$ cat config.mk
export PLATFORM = sky130hd
export DESIGN_NAME = aes_cbc_dec_chain
export DESIGN_NICKNAME = d
export VERILOG_FILES = /design/src/rtl/aes_pkg.sv /design/src/rtl/aes_blk_hold_reg.sv /design/src/rtl/aes_cbc_dec_chain.sv
export SDC_FILE = /design/constraint.sdc
export NUM_CORES = 1
export LEC_CHECK = 0
export BUFFER_PORTS_ARGS = -buffer_cell sky130_fd_sc_hd__buf_2
export CAP_MARGIN = 20
export CORE_MARGIN = 2
export CORE_UTILIZATION = 30
export CTS_CLUSTER_DIAMETER = 100
export DETAILED_ROUTE_END_ITERATION = 10
export PLACE_DENSITY = 0.57
export SKIP_LAST_GASP = 1
export SLEW_MARGIN = 20
export SYNTH_ARGS = -nofsm -noshare
export SYNTH_HDL_FRONTEND = slang
export SYNTH_HIERARCHICAL = 1
export SYNTH_SLANG_ARGS = --single-unit
$ cat constraint.sdc
create_clock -name clk -period 2.1 [get_ports clk]
set_input_delay 0.105 -clock clk [delete_from_list [all_inputs] [get_ports clk]]
set_output_delay 0.105 -clock clk [all_outputs]
set_load 0.005 [all_outputs]
$ cat src/rtl/aes_pkg.sv
// Shared types for the AES CBC decryption wrapper: block width, block type and FSM state encoding.
package aes_pkg;
    localparam int AES_BLK_W = 128;

    typedef logic [AES_BLK_W-1:0] aes_blk_t;

    typedef enum logic [1:0] {
        IDLE   = 2'd0,
        READY  = 2'd1,
        DECODE = 2'd2,
        OUT    = 2'd3
    } aes_state_e;
endpackage

$ cat src/rtl/aes_blk_hold_reg.sv
// 128-bit load-enabled holding register with synchronous active-high clear.
module aes_blk_hold_reg
    import aes_pkg::*;
(
    input  logic     clk,
    input  logic     rst,
    input  logic     en,
    input  aes_blk_t d,
    output aes_blk_t q
);
    aes_blk_t blk_d;
    aes_blk_t blk_q;

    always_comb begin
        blk_d = blk_q;
        if (en) begin
            blk_d = d;
        end
    end

    always_ff @(posedge clk) begin
        if (rst) begin
            blk_q <= '0;
        end else begin
            blk_q <= blk_d;
        end
    end

    assign q = blk_q;
endmodule

$ cat src/rtl/aes_cbc_dec_chain.sv
// CBC chaining wrapper around a combinational AES-128 decryption core.
// Optional ECB bypass (ecb_mode port) is built when AES_CBC_ECB_BYPASS_EN is defined.
module aes_cbc_dec_chain
    import aes_pkg::*;
#(
    parameter int DEC_WAIT = 2,
    parameter int CNT_W    = 16
) (
    input  logic             clk,
    input  logic             rst,
    input  logic             iv_load,
    input  aes_blk_t         iv_data,
    input  logic             ct_valid,
    output logic             ct_ready,
    input  aes_blk_t         ct_data,
    input  logic             ct_last,
    output aes_blk_t         core_ct,
    input  aes_blk_t         core_pt,
    output logic             pt_valid,
    input  logic             pt_ready,
    output aes_blk_t         pt_data,
    output logic             pt_last,
    output logic [CNT_W-1:0] blk_count
`ifdef AES_CBC_ECB_BYPASS_EN
    ,
    input  logic             ecb_mode
`endif
);
    localparam logic [3:0] WAIT_INIT = 4'(DEC_WAIT - 1);

    aes_state_e       state_d, state_q;
    logic [3:0]       wait_cnt_d, wait_cnt_q;
    logic             last_d, last_q;
    logic             pt_valid_d, pt_valid_q;
    logic             pt_last_d, pt_last_q;
    logic [CNT_W-1:0] blk_count_d, blk_count_q;
    aes_blk_t         iv_d, iv_q;
    aes_blk_t         chain_nxt, chain_val, pt_nxt;
    logic             ct_en, chain_en, pt_en;
    logic             bypass;

`ifdef AES_CBC_ECB_BYPASS_EN
    logic ecb_d, ecb_q;
    assign bypass = ecb_q;
`else
    assign bypass = 1'b0;
`endif

    assign ct_ready = (state_q == READY) && !iv_load;
    assign pt_nxt   = bypass ? core_pt : (core_pt ^ chain_val);

    always_comb begin
        state_d     = state_q;
        wait_cnt_d  = wait_cnt_q;
        last_d      = last_q;
        pt_valid_d  = pt_valid_q;
        pt_last_d   = pt_last_q;
        blk_count_d = blk_count_q;
        iv_d        = iv_q;
        chain_nxt   = iv_data;
        ct_en       = 1'b0;
        chain_en    = 1'b0;
        pt_en       = 1'b0;
`ifdef AES_CBC_ECB_BYPASS_EN
        ecb_d       = ecb_q;
`endif
        case (state_q)
            IDLE: begin
                if (iv_load) begin
                    iv_d     = iv_data;
                    chain_en = 1'b1;
                    state_d  = READY;
                end
`ifdef AES_CBC_ECB_BYPASS_EN
                else if (ecb_mode) begin
                    state_d = READY;
                end
`endif
            end
            READY: begin
                // A same-cycle IV reload wins; ct_ready is already low then.
                if (iv_load) begin
                    iv_d     = iv_data;
                    chain_en = 1'b1;
                end else if (ct_valid) begin
                    ct_en      = 1'b1;
                    last_d     = ct_last;
                    wait_cnt_d = WAIT_INIT;
                    state_d    = DECODE;
`ifdef AES_CBC_ECB_BYPASS_EN
                    ecb_d      = ecb_mode;
`endif
                end
            end
            DECODE: begin
                if (wait_cnt_q == 4'd0) begin
                    pt_en      = 1'b1;
                    pt_last_d  = last_q;
                    pt_valid_d = 1'b1;
                    // End of message rewinds the chain so the next message reuses the IV.
                    chain_en   = !bypass;
                    chain_nxt  = last_q ? iv_q : core_ct;
                    state_d    = OUT;
                end else begin
                    wait_cnt_d = wait_cnt_q - 4'd1;
                end
            end
            OUT: begin
                if (pt_ready) begin
                    blk_count_d = pt_last_q ? '0 : blk_count_q + CNT_W'(1);
                    pt_valid_d  = 1'b0;
                    state_d     = READY;
                end
            end
            default: state_d = IDLE;
        endcase
    end

    always_ff @(posedge clk) begin
        if (rst) begin
            state_q     <= IDLE;
            wait_cnt_q  <= '0;
            last_q      <= 1'b0;
            pt_valid_q  <= 1'b0;
            pt_last_q   <= 1'b0;
            blk_count_q <= '0;
            iv_q        <= '0;
`ifdef AES_CBC_ECB_BYPASS_EN
            ecb_q       <= 1'b0;
`endif
        end else begin
            state_q     <= state_d;
            wait_cnt_q  <= wait_cnt_d;
            last_q      <= last_d;
            pt_valid_q  <= pt_valid_d;
            pt_last_q   <= pt_last_d;
            blk_count_q <= blk_count_d;
            iv_q        <= iv_d;
`ifdef AES_CBC_ECB_BYPASS_EN
            ecb_q       <= ecb_d;
`endif
        end
    end

    aes_blk_hold_reg u_ct_reg (
        .clk (clk),
        .rst (rst),
        .en  (ct_en),
        .d   (ct_data),
        .q   (core_ct)
    );

    aes_blk_hold_reg u_chain_reg (
        .clk (clk),
        .rst (rst),
        .en  (chain_en),
        .d   (chain_nxt),
        .q   (chain_val)
    );

    aes_blk_hold_reg u_pt_reg (
        .clk (clk),
        .rst (rst),
        .en  (pt_en),
        .d   (pt_nxt),
        .q   (pt_data)
    );

    assign pt_valid  = pt_valid_q;
    assign pt_last   = pt_last_q;
    assign blk_count = blk_count_q;
endmodule

==> Word-level counts from Yosys, hierarchy flattened <==
Cells that the tools add are included.
{ "classes": {"n_addsub": 2, "eq_ne": 9, "n_mux": 24, "n_bitwise": 2, "n_reduce_logical": 14} }
{ "ops": {"columns": ["op", "n"], "rows": [
  ["128-bit 2-to-1 mux", 3],
  ["128-bit bitwise XOR", 1],
  ["16-bit by 1-bit adder with 16-bit output, second input constant", 1],
  ["16-bit 2-to-1 mux", 1],
  ["4-bit 2-to-1 mux", 3],
  ["2-bit != test, second input constant", 6],
  ["2-bit 2-to-1 mux", 5],
  ["1-bit 2-to-1 mux", 8],
  ["2-bit one-hot mux with 4 select lines", 1],
  ["4-bit one-hot mux with 2 select lines", 1],
  ["2-bit AND reduction", 3],
  ["3-bit AND reduction", 2],
  ["5-bit AND reduction", 1],
  ["2-bit == test, second input constant", 2],
  ["4-bit zero test", 1],
  ["1-bit one-hot mux with 2 select lines", 2],
  ["4-bit AND reduction", 1],
  ["2-bit nonzero test", 2],
  ["4-bit by 1-bit subtractor with 4-bit output, second input constant", 1],
  ["2-bit by 1-bit == test with 1-bit output, second input constant", 1],
  ["2-bit zero test", 1],
  ["2-bit OR reduction", 1],
  ["1-bit logical AND", 1],
  ["1-bit zero test", 1],
  ["1-bit inverter", 1]
]} }
{ "totals": {"ff_bits": 537, "input_bits": 390, "out_inout_bits": 275} }

==> Depth between registers and ports, before layout <==
{ "depth": {"word_depth": 3, "ltp_mapped": 11, "depth_no_buf": 9} }

==> Cells and area by module <==
Netlist, hierarchy kept.
{ "by_module_without_submodules": {"columns": ["mod", "instances", "cells_per_inst", "area_each_um2", "seq_area_each_um2"], "rows": [
  ["aes_blk_hold_reg", 3, 412, 4652.0, 2562.5],
  ["aes_cbc_dec_chain", 1, 1263, 9386.5, 3062.9]
]} }

==> Worst setup path after synthesis <==
No wires, ideal clock.
{ "synth_timing": {"path_kind": "reg-to-reg", "startpoint": "reg state_q[0]", "endpoint": "reg u_chain_reg.blk_q[100], in the netlist u_chain_reg/q[100]", "setup_time_ns": 0.128, "t_arrival_ns": 1.959, "t_required_ns": 1.972, "path_slack_ns": 0.014, "stages_incl_launch_ff": 11, "path_buffers": 4, "synth_period_minus_slack_ns": 2.086, "path_cell_list": "dfxtp_1 -> inv_1 -> ha_1 -> o21ai_0 -> buf_2 -> buf_2 -> a21oi_1 -> buf_12 -> buf_12 -> mux2i_1 -> nor2_1"} }
{ "synth_via": {"elab_chain_len": 3, "elab_cells_between_ends": 6} }
{ "synth_lines": {"columns": ["element", "line", "text"], "rows": [
  ["start: declaration", "aes_cbc_dec_chain.sv:31", "aes_state_e state_d, state_q;"],
  ["start signal: assignment", "aes_cbc_dec_chain.sv:132", "state_q <= state_d;"],
  ["2-bit by 1-bit == test with 1-bit output or 2-bit zero test (tied branches)", "aes_cbc_dec_chain.sv:67", "case (state_q)"],
  ["2-bit OR reduction (no source line)", null, null],
  ["1-bit one-hot mux with 2 select lines (*)", "aes_cbc_dec_chain.sv:67", null],
  ["named net chain_en", "aes_cbc_dec_chain.sv:39", "logic ct_en, chain_en, pt_en;"],
  ["end signal: assignment", "aes_blk_hold_reg.sv:25", "blk_q <= blk_d;"],
  ["end: declaration", "aes_blk_hold_reg.sv:12", "aes_blk_t blk_q;"]
]} }
Mark *: on every way through the listed nets, which the timed path passes. The rest lies on a longest branch.
A chain may end at the register's enable or synchronous reset.

==> Worst setup path in the final report <==
{ "layout_timing": {"startpoint": "reg wait_cnt_q[1]", "endpoint": "reg u_chain_reg.blk_q[73], in the netlist u_chain_reg/q[73]"} }
{ "layout_via": {"elab_chain_len": 3, "elab_cells_between_ends": 5} }
{ "layout_lines": {"columns": ["element", "line", "text"], "rows": [
  ["start: declaration", "aes_cbc_dec_chain.sv:32", "logic [3:0] wait_cnt_d, wait_cnt_q;"],
  ["start signal: assignment", "aes_cbc_dec_chain.sv:133", "wait_cnt_q <= wait_cnt_d;"],
  ["4-bit zero test", "aes_cbc_dec_chain.sv:96", "if (wait_cnt_q == 4'd0) begin"],
  ["1-bit 2-to-1 mux", "aes_cbc_dec_chain.sv:96", null],
  ["1-bit one-hot mux with 2 select lines", "aes_cbc_dec_chain.sv:67", null],
  ["named net chain_en", "aes_cbc_dec_chain.sv:39", null]
]} }
The timed path passes the listed nets, and every way through them passes these cells.

==> impl_results.md <==
* Clock Tree Root: clkbuf_16
* Crit path required time at 2590 ps
* Total clock buffers created by CTS at 59
* CP Class: flop to flop
* VDD IR max at 0.718 mV
* Io pins at 665
* Fraction of registers with async set or reset after synthesis at 0%
* Congestion Overflow GR at 0
* Area share of the largest cell type after synthesis at 46.1%
* Drt first pass iters at 5
* Total wire length at 78,100 um
* First-pass GRT wire length at 120,000 um
* Post-Route Skew at 11.9 ps
* Vias in the first global route at 21,121
* Unrepaired setup endpoints after global routing: yes
* Layout cell share with drive strength beyond 1 at 25.2%
* Area growth from synthesis to final layout at 46.2%
* Die height at 283 um
* Max-slew violations at 0
* Final-stage net count at 3,961
* Top FF cell, synth: dfxtp_1
* Total Power at 39,500 uW
* GRT Total Usage at 18.6%
* Minimum clock period at 2040 ps
* Worst rel slew slack at 70.6%
* Clk sinks at 537
* Hold Vio Cnt, Final at 0
* Maximum clock path buffer count at 3
* Pin count of the biggest net entering global routing at 90
* Number of synthesized flops with an enable pin at 0
* Worst Path Max Fanout at 8
* Tightest Pin Transition at 442 ps
* Via density at 4.53
* DRC at 0
* Area leader, netlist: dfxtp_1
* Lkg Pwr at 0.0147 uW
* Sequential share of the synthesized area at 46.1%
* CP Launch Type: flop
* HPWL after DPL at 53,300 um
* Max-cap violation count at 0
* Register bit total from synthesis at 537
* Final setup TNS at 0 ps
* Synth Warn # at 6
* # setup viols final at 0
* Synth Instances at 2,499
* Final Util at 44.2%
* Routability cong. at 0.808
* Latest clock arrival within the worst-skew pair at 600 ps
* Final ANT Viol Nets at 0
* Overall die area at 0.0801 mm^2
* Max Fclk at 490 MHz
* Std cell rows at 102
* Starting DRC count in detailed routing at 1,232
* CTS tree: built
* Initial antenna violation count at 6
* Clk slew on worst S/H paths at 60 ps
* CTS HTree Levels at 2
* Core area at 0.0772 mm^2
* Cell Pwr Density at 1160 mW/mm^2
* HP Class: input port to flop
* Fin crit share at 97.2%
* Syn Std Cell Area at 0.0233 mm^2
* IO buf count at 664
* Top post-synthesis cells by area: dfxtp_1, mux2i_1, nor2_1, a21oi_1, xor2_1
* CP Capture Type: flop
* Syn nets at 2,898
* Chip width at 283 um
* DR WL/cell at 16.8 um
* Post-synthesis area per instance at 9.34 um^2
* Synth unique cells at 38
* Number of fill cells at 7,369
* Initial Utilization at 30.2%
* Outcome: finished, final reports clean
* Arr. time, crit path at 2530 ps
* Via count at 21,075
## per-stage QoR
step / worst slack [ps] / hold slack [ps] / std cells / area [um^2]
global placement: -7.89 / 340 / 4139 / 27800
finish: 59.0 / 64.7 / 4657 / 34100
floorplan: 13.8 / 237 / 2499 / 23300
global route: -51.5 / 74.6 / 4657 / 34100
detailed placement: -33.5 / 345 / 4139 / 27800
CTS: -10.8 / 20.5 / 4648 / 34000
## worst paths after layout
path	cells after the start	from	slack (ps)	end
hold / removal	3	iv_load	60	state_q[0]$_SDFFE_PP0P_
setup / recovery	11	wait_cnt_q[1]$_SDFFE_PP0P_	60	u_chain_reg/q[73]$_SDFFE_PP0P_
hold reg to reg	2	iv_q[101]$_SDFFE_PP0P_	450	iv_q[101]$_SDFFE_PP0P_
setup reg to reg	11	wait_cnt_q[1]$_SDFFE_PP0P_	60	u_chain_reg/q[73]$_SDFFE_PP0P_
## where the power goes
part	internal [uW]	total, uW	switching, uW
logic	7080	14300	7250
clock network	6740	11100	4340
registers	12400	14100	1700
## layout make-up
| cell class | instances | area, um^2 | share of cell area (%) |
|---|---|---|---|
| clock buffers | 84 | 1740 | 5.11 |
| well taps | 1040 | 1300 | 3.81 |
| inverters | 9 | 50.0 | 0.147 |
| multi-input cells | 1782 | 11300 | 33.0 |
| repair buffers | 1173 | 8650 | 25.4 |
| clock inverters | 27 | 353 | 1.03 |
| flip-flops and latches | 537 | 10800 | 31.5 |
| diodes | 5 | 12.5 | 0.0367 |
## metal layers
layer | global-route usage (%) | vias to the layer above | wire (um)
met5 | 0 | - | 0
met4 | 6.84 | 0 | 2510
met3 | 3.99 | 149 | 4370
met2 | 31.6 | 621 | 37500
met1 | 23.2 | 9831 | 33700
li1 | - | 10474 | -
## worst max-delay path, cell delays in order (launching register included)
cell and delay (ps):
dfxtp_2 320, inv_2 70, ha_4 130, nor3b_4 220, nand2_4 70, buf_6 120, a21oi_4 180, buf_6 170
buf_12 190, clkbuf_16 180, mux2i_1 190, nor2_1 60
## state kept, by name, indices dropped and copies added (netlist names)
register       count
pt_last            1
u_pt_reg/q       128
state_q            2
last_q             1
blk_count         16
u_ct_reg/q       128
pt_valid           1
iv_q             128
u_chain_reg/q    128
wait_cnt_q         4
## Yosys cell counts (all sizes together), types with 2 or more instances
cell	n
nand4	8
or4	2
inv	9
dfxtp	537
or3	2
buf	114
a21oi	269
nand2b	3
nand2	267
nor2	536
a31o	2
ha	9
clkbuf	57
o31ai	2
xnor2	5
xor2	134
o21ai	4
nor4	2
and4	3
mux2i	514
a311oi	2
nor3	4
nand3	6
## logic make-up (layout without fill, tap and decap cells)
logic type,after synthesis,count (layout),synth area share [%]
AOI/OAI and AO/OA,283,283,6.21
xor gates and xnor gates,139,139,5.22
adders and majority gates,9,9,0.482
buffers and inverters,180,1293,6.05
DFF,537,537,46.1
muxes,514,514,22.0
other,0,5,0
and+or+nand+nor,837,837,13.9
## placed cells by master, fill, tap and decap left out, drive strengths merged, types with 2 or more instances in the layout
cell         synthesis  routed
buf                114     782
dfxtp              537     537
nor2               536     536
mux2i              514     514
dlygate4sd3          0     388
a21oi              269     269
nand2              267     267
xor2               134     134
clkbuf              57      86
clkinv               0      15
inv                  9       9
ha                   9       9
bufinv               0       8
nand4                8       8
nand3                6       6
diode                0       5
xnor2                5       5
nor3                 4       4
clkinvlp             0       4
o21ai                4       4
nand2b               3       3
and4                 3       3
a311oi               2       2
or4                  2       2
o31ai                2       2
a31o                 2       2
nor4                 2       2
or3                  2       2
## timing repair
item / in CTS / in global routing
gates cloned: 3 / 2
buffers inserted: 7 / 2
resized for setup: 15 / 22
setup endpoints to repair: 84 / 195
hold endpoints to repair: 520 / 0
pin swaps: 2 / 6
hold buffers: 388 / 0
(Power assumes the default switching activity.)
